`src/rtl/vector_result_serializer.sv`:
```
// rtl/vector_result_serializer.sv - drains a captured result vector as a serial element stream
//
// Purpose:
//   Snapshots an N-lane result vector and its length on start, then presents
//   the elements in index order 0..eff_len-1 over a valid/ready handshake.
//   The final element is flagged with out_last, and done pulses for one cycle
//   after the stream completes (or right after a zero-length capture).
//
// Ports:
//   clk        in   system clock, rising edge
//   rst        in   synchronous active-high reset
//   start      in   capture vec_in/vec_len and begin streaming (IDLE only)
//   vec_in     in   BITS x N result vector
//   vec_len    in   8-bit number of valid elements (clamped to N)
//   busy       out  high while streaming
//   out_data   out  current element
//   out_index  out  lane index of out_data
//   out_valid  out  out_data/out_index/out_last are valid
//   out_ready  in   downstream accepts the current element
//   out_last   out  current element is the final one
//   done       out  one-cycle pulse after stream completion

module vector_result_serializer #(
  parameter int BITS = 8,
  parameter int N    = 64
) (
  input  logic            clk,
  input  logic            rst,
  input  logic            start,
  input  logic [BITS-1:0] vec_in [N-1:0],
  input  logic [7:0]      vec_len,
  output logic            busy,
  output logic [BITS-1:0] out_data,
  output logic [7:0]      out_index,
  output logic            out_valid,
  input  logic            out_ready,
  output logic            out_last,
  output logic            done
);

  // Lane-select width: just wide enough to address N buffer entries.
  localparam int         IW    = (N > 1) ? $clog2(N) : 1;
  localparam logic [7:0] N_LEN = 8'(N);

  typedef enum logic {
    IDLE   = 1'b0,
    STREAM = 1'b1
  } state_t;

  state_t          state;
  state_t          state_next;

  logic [BITS-1:0] buffer [N-1:0];
  logic [7:0]      eff_len;
  logic [7:0]      idx;

  logic [7:0]      cap_len;
  logic            capture;
  logic            beat;
  logic            last_elem;

  // Lengths above N clamp to N rather than wrapping.
  assign cap_len   = (vec_len > N_LEN) ? N_LEN : vec_len;
  assign capture   = (state == IDLE) && start;
  assign beat      = (state == STREAM) && out_ready;
  // eff_len is never zero while in STREAM, so the subtraction cannot underflow there.
  assign last_elem = (idx == (eff_len - 8'd1));

  // State register
  always_ff @(posedge clk) begin
    if (rst) begin
      state <= IDLE;
    end else begin
      state <= state_next;
    end
  end

  // Next-state logic
  always_comb begin
    state_next = state;
    case (state)
      IDLE: begin
        if (start && (cap_len != 8'd0)) begin
          state_next = STREAM;
        end
      end
      STREAM: begin
        if (beat && last_elem) begin
          state_next = IDLE;
        end
      end
      default: begin
        state_next = IDLE;
      end
    endcase
  end

  // Index, captured length and done pulse.
  // On the last beat idx is left alone; outputs are gated by state, and the
  // next capture reloads it, so idx never steps past eff_len-1.
  always_ff @(posedge clk) begin
    if (rst) begin
      idx     <= 8'd0;
      eff_len <= 8'd0;
      done    <= 1'b0;
    end else begin
      done <= 1'b0;
      if (capture) begin
        idx     <= 8'd0;
        eff_len <= cap_len;
        done    <= (cap_len == 8'd0);
      end else if (beat) begin
        if (last_elem) begin
          done <= 1'b1;
        end else begin
          idx <= idx + 8'd1;
        end
      end
    end
  end

  // Snapshot buffer; contents are don't-care until the first capture.
  always_ff @(posedge clk) begin
    if (capture) begin
      buffer <= vec_in;
    end
  end

  // Output decode: everything is zero outside STREAM.
  always_comb begin
    busy      = 1'b0;
    out_valid = 1'b0;
    out_data  = '0;
    out_index = 8'd0;
    out_last  = 1'b0;
    if (state == STREAM) begin
      busy      = 1'b1;
      out_valid = 1'b1;
      out_data  = buffer[idx[IW-1:0]];
      out_index = idx;
      out_last  = last_elem;
    end
  end

endmodule

```
`config.mk`:
```
export PLATFORM = sky130hd
export DESIGN_NAME = vector_result_serializer
export DESIGN_NICKNAME = d
export VERILOG_FILES = /design/src/rtl/vector_result_serializer.sv
export SDC_FILE = /design/constraint.sdc
export NUM_CORES = 1
export LEC_CHECK = 0
export ABC_AREA = 1
export BUFFER_PORTS_ARGS = -buffer_cell sky130_fd_sc_hd__buf_2
export CORE_MARGIN = 10
export CORE_UTILIZATION = 30
export DETAILED_ROUTE_END_ITERATION = 6
export GPL_ROUTABILITY_DRIVEN = 0
export GPL_TIMING_DRIVEN = 0
export SLEW_MARGIN = 20
export SYNTH_ARGS = -nofsm -noshare
export SYNTH_HDL_FRONTEND = slang
export SYNTH_SLANG_ARGS = --single-unit
export TNS_END_PERCENT = 50
```
`constraint.sdc`:
```
create_clock -name clk -period 15.2 [get_ports clk]
set_input_delay 2.28 -clock clk [delete_from_list [all_inputs] [get_ports clk]]
set_output_delay 2.28 -clock clk [all_outputs]
set_load 0.05 [all_outputs]
```
Word level (Yosys, flattened, before mapping)
Cells that the tools add are included.

word-level totals
  bits in registers = 530
  bits of input ports = 524
  output and inout port bits = 20
  logic and storage cells = 96

operators by class
  $add $sub $neg = 2
  magnitude comparators = 2
  equality and inequality tests = 1
  mux-type cells = 13
  bitwise operators = 2
  reduce and logical (&&, ||, !) cells = 8

operator list
  operator                                                              number
  8-bit binary-select mux with 6-bit select                             1
  8-bit two-way mux                                                     4
  8-bit by 1-bit adder with 8-bit output, second input constant         1
  8-bit equality test                                                   1
  8-bit by 7-bit > comparator with 1-bit output, second input constant  1
  8-bit logical NOT                                                     1
  8-bit nonzero test                                                    1
  8-bit by 1-bit subtractor with 8-bit output, second input constant    1
  6-bit by 7-bit < comparator with 1-bit output, second input constant  1
  1-bit two-way mux                                                     7
  1-bit logical AND                                                     4
  1-bit NOT                                                             2
  1-bit case mux with 2 select lines                                    1
  2-bit AND reduction                                                   1
  2-bit OR reduction                                                    1

Longest topological paths before layout
  depth in word-level cells = 6
  depth in mapped cells = 15

Worst setup path before layout
No wires, ideal clock.

  kind = in2reg
  start = in start
  end = reg eff_len[4]
  setup time = 0.129 ns
  data arrival time = 13.554 ns
  data required time = 15.071 ns
  path slack = 1.517 ns
  stages = 6
  path buffers = 1
  cells stage by stage = nand2_1 inv_1 nor2_1 inv_1 clkbuf_1 o21ai_0

between the ends
  word-level cells in the longest chain between the ends = 1

ends and longest elaborated chain
  what                  line  text
  from (decl)           29    input logic start,
  1-bit logical AND     64    assign capture = (state == IDLE) && start;
  net capture           58    logic capture;
  to (signal assigned)  110   eff_len <= cap_len;
  to (decl)             54    logic [7:0] eff_len;

The timed path passes the listed nets, and every way through them passes these cells.
A chain may end at the register's enable or synchronous reset.

Final worst setup path
  start = reg idx[0]
  end = out out_data[5]

between the ends
  word-level cells in the longest chain between the ends = 3

ends and longest elaborated chain
  what                                       line  text
  from (decl)                                55    logic [7:0] idx;
  from (signal assigned)                     116   idx <= idx + 8'd1;
  8-bit binary-select mux with 6-bit select  139   out_data = buffer[idx[IW-1:0]];
  8-bit two-way mux (not written as such)    139
  8-bit two-way mux                          136   if (state == STREAM) begin
  to (decl)                                  33    output logic [BITS-1:0] out_data,

Every way passes these cells. The select of a mux whose other input is x is not followed.

==> results_dict.tcl <==
set metrics [dict create \
    area_delta_synth_final_pct 27.23 \
    nNetsFinal 2989 \
    power_leakage_uw 0.01096 \
    die_y_microns 289.3 \
    postLayoutCoreUtil_pct 38.59 \
    synthAdderAreaFrac_pct 0.1150 \
    timing.hold.ws_ns 0.4521 \
    grt_overflow 0 \
    synth_cell_types 32 \
    firstDrtPassIters 5 \
    slew_viol_final 0 \
    dr.max_layer_used "met5" \
    die_x_microns 289.3 \
    antenna_found_initial 28 \
    cts_resized 0 \
    wl_met3_mm 7.563 \
    crit_path_start_kind "flip-flop" \
    syn_area_sq_um 21750 \
    setup_viol 0 \
    cts_setup_buffers 0 \
    synth_compound_area_share_pct 8.644 \
    finClkSkew_ns 0.02886 \
    grt_setup_unrepaired "no" \
    avgRoutedWirePerCell_microns 26.00 \
    cp_max_fo 10 \
    yosys.area.top_type_share_pct 70.67 \
    hold_viol 0 \
    synthMuxAreaShare_pct 0 \
    h-tree-depth 2 \
    layout-drive-gt1-share_pct 28.67 \
    synth_area_leaders "edfxtp_1, nor2_1, o21ai_0" \
    cts_tree "built" \
    end_kind "output pin" \
    cts_sinks 530 \
    fmax_mhz 166.3 \
    synth_area_per_cell_sq_um 11.73 \
    reg2reg_to "buffer[344]$_DFFE_PP_" \
    rr_startpoint "state$_SDFF_PP0_" \
    synth_top_area_cell "edfxtp_1" \
    min_to "eff_len[7]$_SDFFE_PP0P_" \
    setup_slack_ns 9.188 \
    synth-simple-area-share_pct 14.50 \
    viasPerCell 4.776 \
    vias 16660 \
    synthXorXnorAreaFrac_pct 0.4429 \
    syn_nets 2381 \
    worst_pin_slew_ns 1.111 \
    whs_path_depth 2 \
    powerDensity_nw_per_um2 121.3 \
    synth_top_family_by_area "simple AND/OR/NAND/NOR gates" \
    grt_pass1_vias 17020 \
    met1_length_mm 36.28 \
    crit_type "flip-flop to output pin" \
    min_path_type "flip-flop to flip-flop" \
    portBuffers 543 \
    wl_met2_mm 44.69 \
    initial_core_util_pct 30.33 \
    fin_crit_ns 6.012 \
    grt_use_total_pct 20.87 \
    drt_iter0_drc 1510 \
    yosys_warnings 0 \
    numCtsBuffers 57 \
    grt_pass1_wl_mm 122.2 \
    antenna_left 0 \
    io_pins 544 \
    grt_max_degree 113 \
    pre_cts_ws_ns 9.706 \
    slew-limit-headroom_pct 25.92 \
    clockRootBuffer "clkbuf_16" \
    hold_buffers 0 \
    crit_arrival_ns 3.73 \
    drc 0 \
    die_area_sq_um 83690 \
    peakVddDrop_mv 0.09433 \
    seq_area_frac_synth_pct 72.33 \
    rows 98 \
    power_uw 3357 \
    status "complete, no violations" \
    clk_pin_slew_ns 0.06 \
    reg2reg_depth 7 \
    crit_required_ns 12.92 \
    max_cap_violations 0 \
    syn_inst 1855 \
    fin_tns_setup_ns 0 \
    period_share_pct 39.55 \
    r2r_slack_ns 12.43 \
    synth-seq-cells 530 \
    cts_buffer_depth 3 \
    clk_latency_ns 0.62 \
    hpwl_mm 69.57 \
    min-delay-start "eff_len[7]$_SDFFE_PP0P_" \
    wirelength_mm 90.70 \
    core-area_sq_um 71730 \
]
[state kept, by name, indices dropped and copies added, names as in the netlist]
| signal | cells |
|---|---|
| buffer | 512 |
| eff_len | 8 |
| idx | 8 |
| done | 1 |
| state | 1 |
[metrics by stage]
step,cell area (sq um),std cells
finish,27680,3488
global route,27640,3473
CTS,27600,3460
detailed placement,25810,3353
global placement,25660,3348
floorplan,21750,1855
[worst max path at each step]
stage,cells after the start,slack [ns],endpoint,start
3_3_place_gp,7,-3.23,eff_len[6]$_SDFFE_PP0P_,start
2_1_floorplan,6,1.52,eff_len[4]$_SDFFE_PP0P_,start
5_1_grt,12,9.00,out_data[0],idx[0]$_SDFFE_PP0P_
3_5_place_dp,12,9.71,out_data[2],idx[0]$_SDFFE_PP0P_
4_1_cts,12,9.04,out_data[2],idx[0]$_SDFFE_PP0P_
6_report,12,9.19,out_data[5],idx[0]$_SDFFE_PP0P_
[logic make-up after synthesis]
kind of cell,after synthesis
compound gates,350
xor+xnor,11
fa+ha+maj,2
buf+inv,163
flops,530
simple gates,799
[critical path, cell delays in order (launching register included)]
cell and delay [ns]:
dfxtp_1 0.32, buf_4 0.17, inv_4 0.14, clkbuf_1 0.85, o21ai_0 0.24, nand2_1 0.33
nand2_1 0.18, nand2_1 0.09, nor2_1 0.05, nand2_1 0.07, nand3_1 0.10, a21oi_1 0.23
buf_2 0.33
[where the power goes]
part           switching, uW  total, uW  internal [uW]
clock network            598       1360            761
logic                    172        264           91.9
registers               23.4       1730           1710
total                    793       3360           2560
[synth_stat cells, drive strengths merged]
library cell,number
nand4,1
nand2,244
nor3,2
o22ai,4
a31o,1
o21ai,264
nand3,102
clkinv,3
ha,2
inv,52
nor2,447
o211ai,45
o21bai,1
xor2,7
clkbuf,27
edfxtp,512
buf,81
dfxtp,18
a32o,1
or2,3
a21oi,34
xnor2,4
[metal layers]
layer | global-route usage (%) | vias up
li1 | - | 7760
met1 | 25.71 | 8077
met2 | 35.44 | 687
met3 | 5.328 | 117
met4 | 6.516 | 16
met5 | 0 | -
[final cells by class]
type                            instances  area, sq um
Fill cell                            7051        44050
Inverter                               55        216.5
Antenna cell                           27        67.56
Sequential cell                       530        15740
Tap cell                              950         1189
Multi-Input combinational cell       1162         5156
Buffer                                108        654.4
Clock buffer                           70         1475
Timing Repair Buffer                  549         2870
Clock inverter                         37        315.3
[layout by cell type, fill, tap and decap left out, types with 2 or more instances in the layout]
cell type | netlist | final
a21oi_1 | 34 | 34
buf_1 | 2 | 2
buf_16 | 0 | 5
buf_2 | 42 | 585
buf_4 | 22 | 22
buf_6 | 15 | 15
bufinv_16 | 0 | 4
clkbuf_1 | 26 | 39
clkbuf_16 | 0 | 57
clkinv_1 | 3 | 17
clkinv_2 | 0 | 9
clkinv_4 | 0 | 3
clkinvlp_4 | 0 | 3
dfxtp_1 | 18 | 18
diode_2 | 0 | 27
edfxtp_1 | 512 | 512
ha_1 | 2 | 2
inv_1 | 49 | 48
inv_2 | 2 | 2
inv_6 | 0 | 2
inv_8 | 0 | 2
nand2_1 | 244 | 244
nand3_1 | 101 | 101
nor2_1 | 445 | 445
nor3_1 | 2 | 2
o211ai_1 | 45 | 45
o21ai_0 | 252 | 252
o21ai_1 | 12 | 12
o22ai_1 | 4 | 4
or2_2 | 3 | 3
xnor2_1 | 4 | 4
xor2_1 | 7 | 7
(Power assumes the default switching activity.)
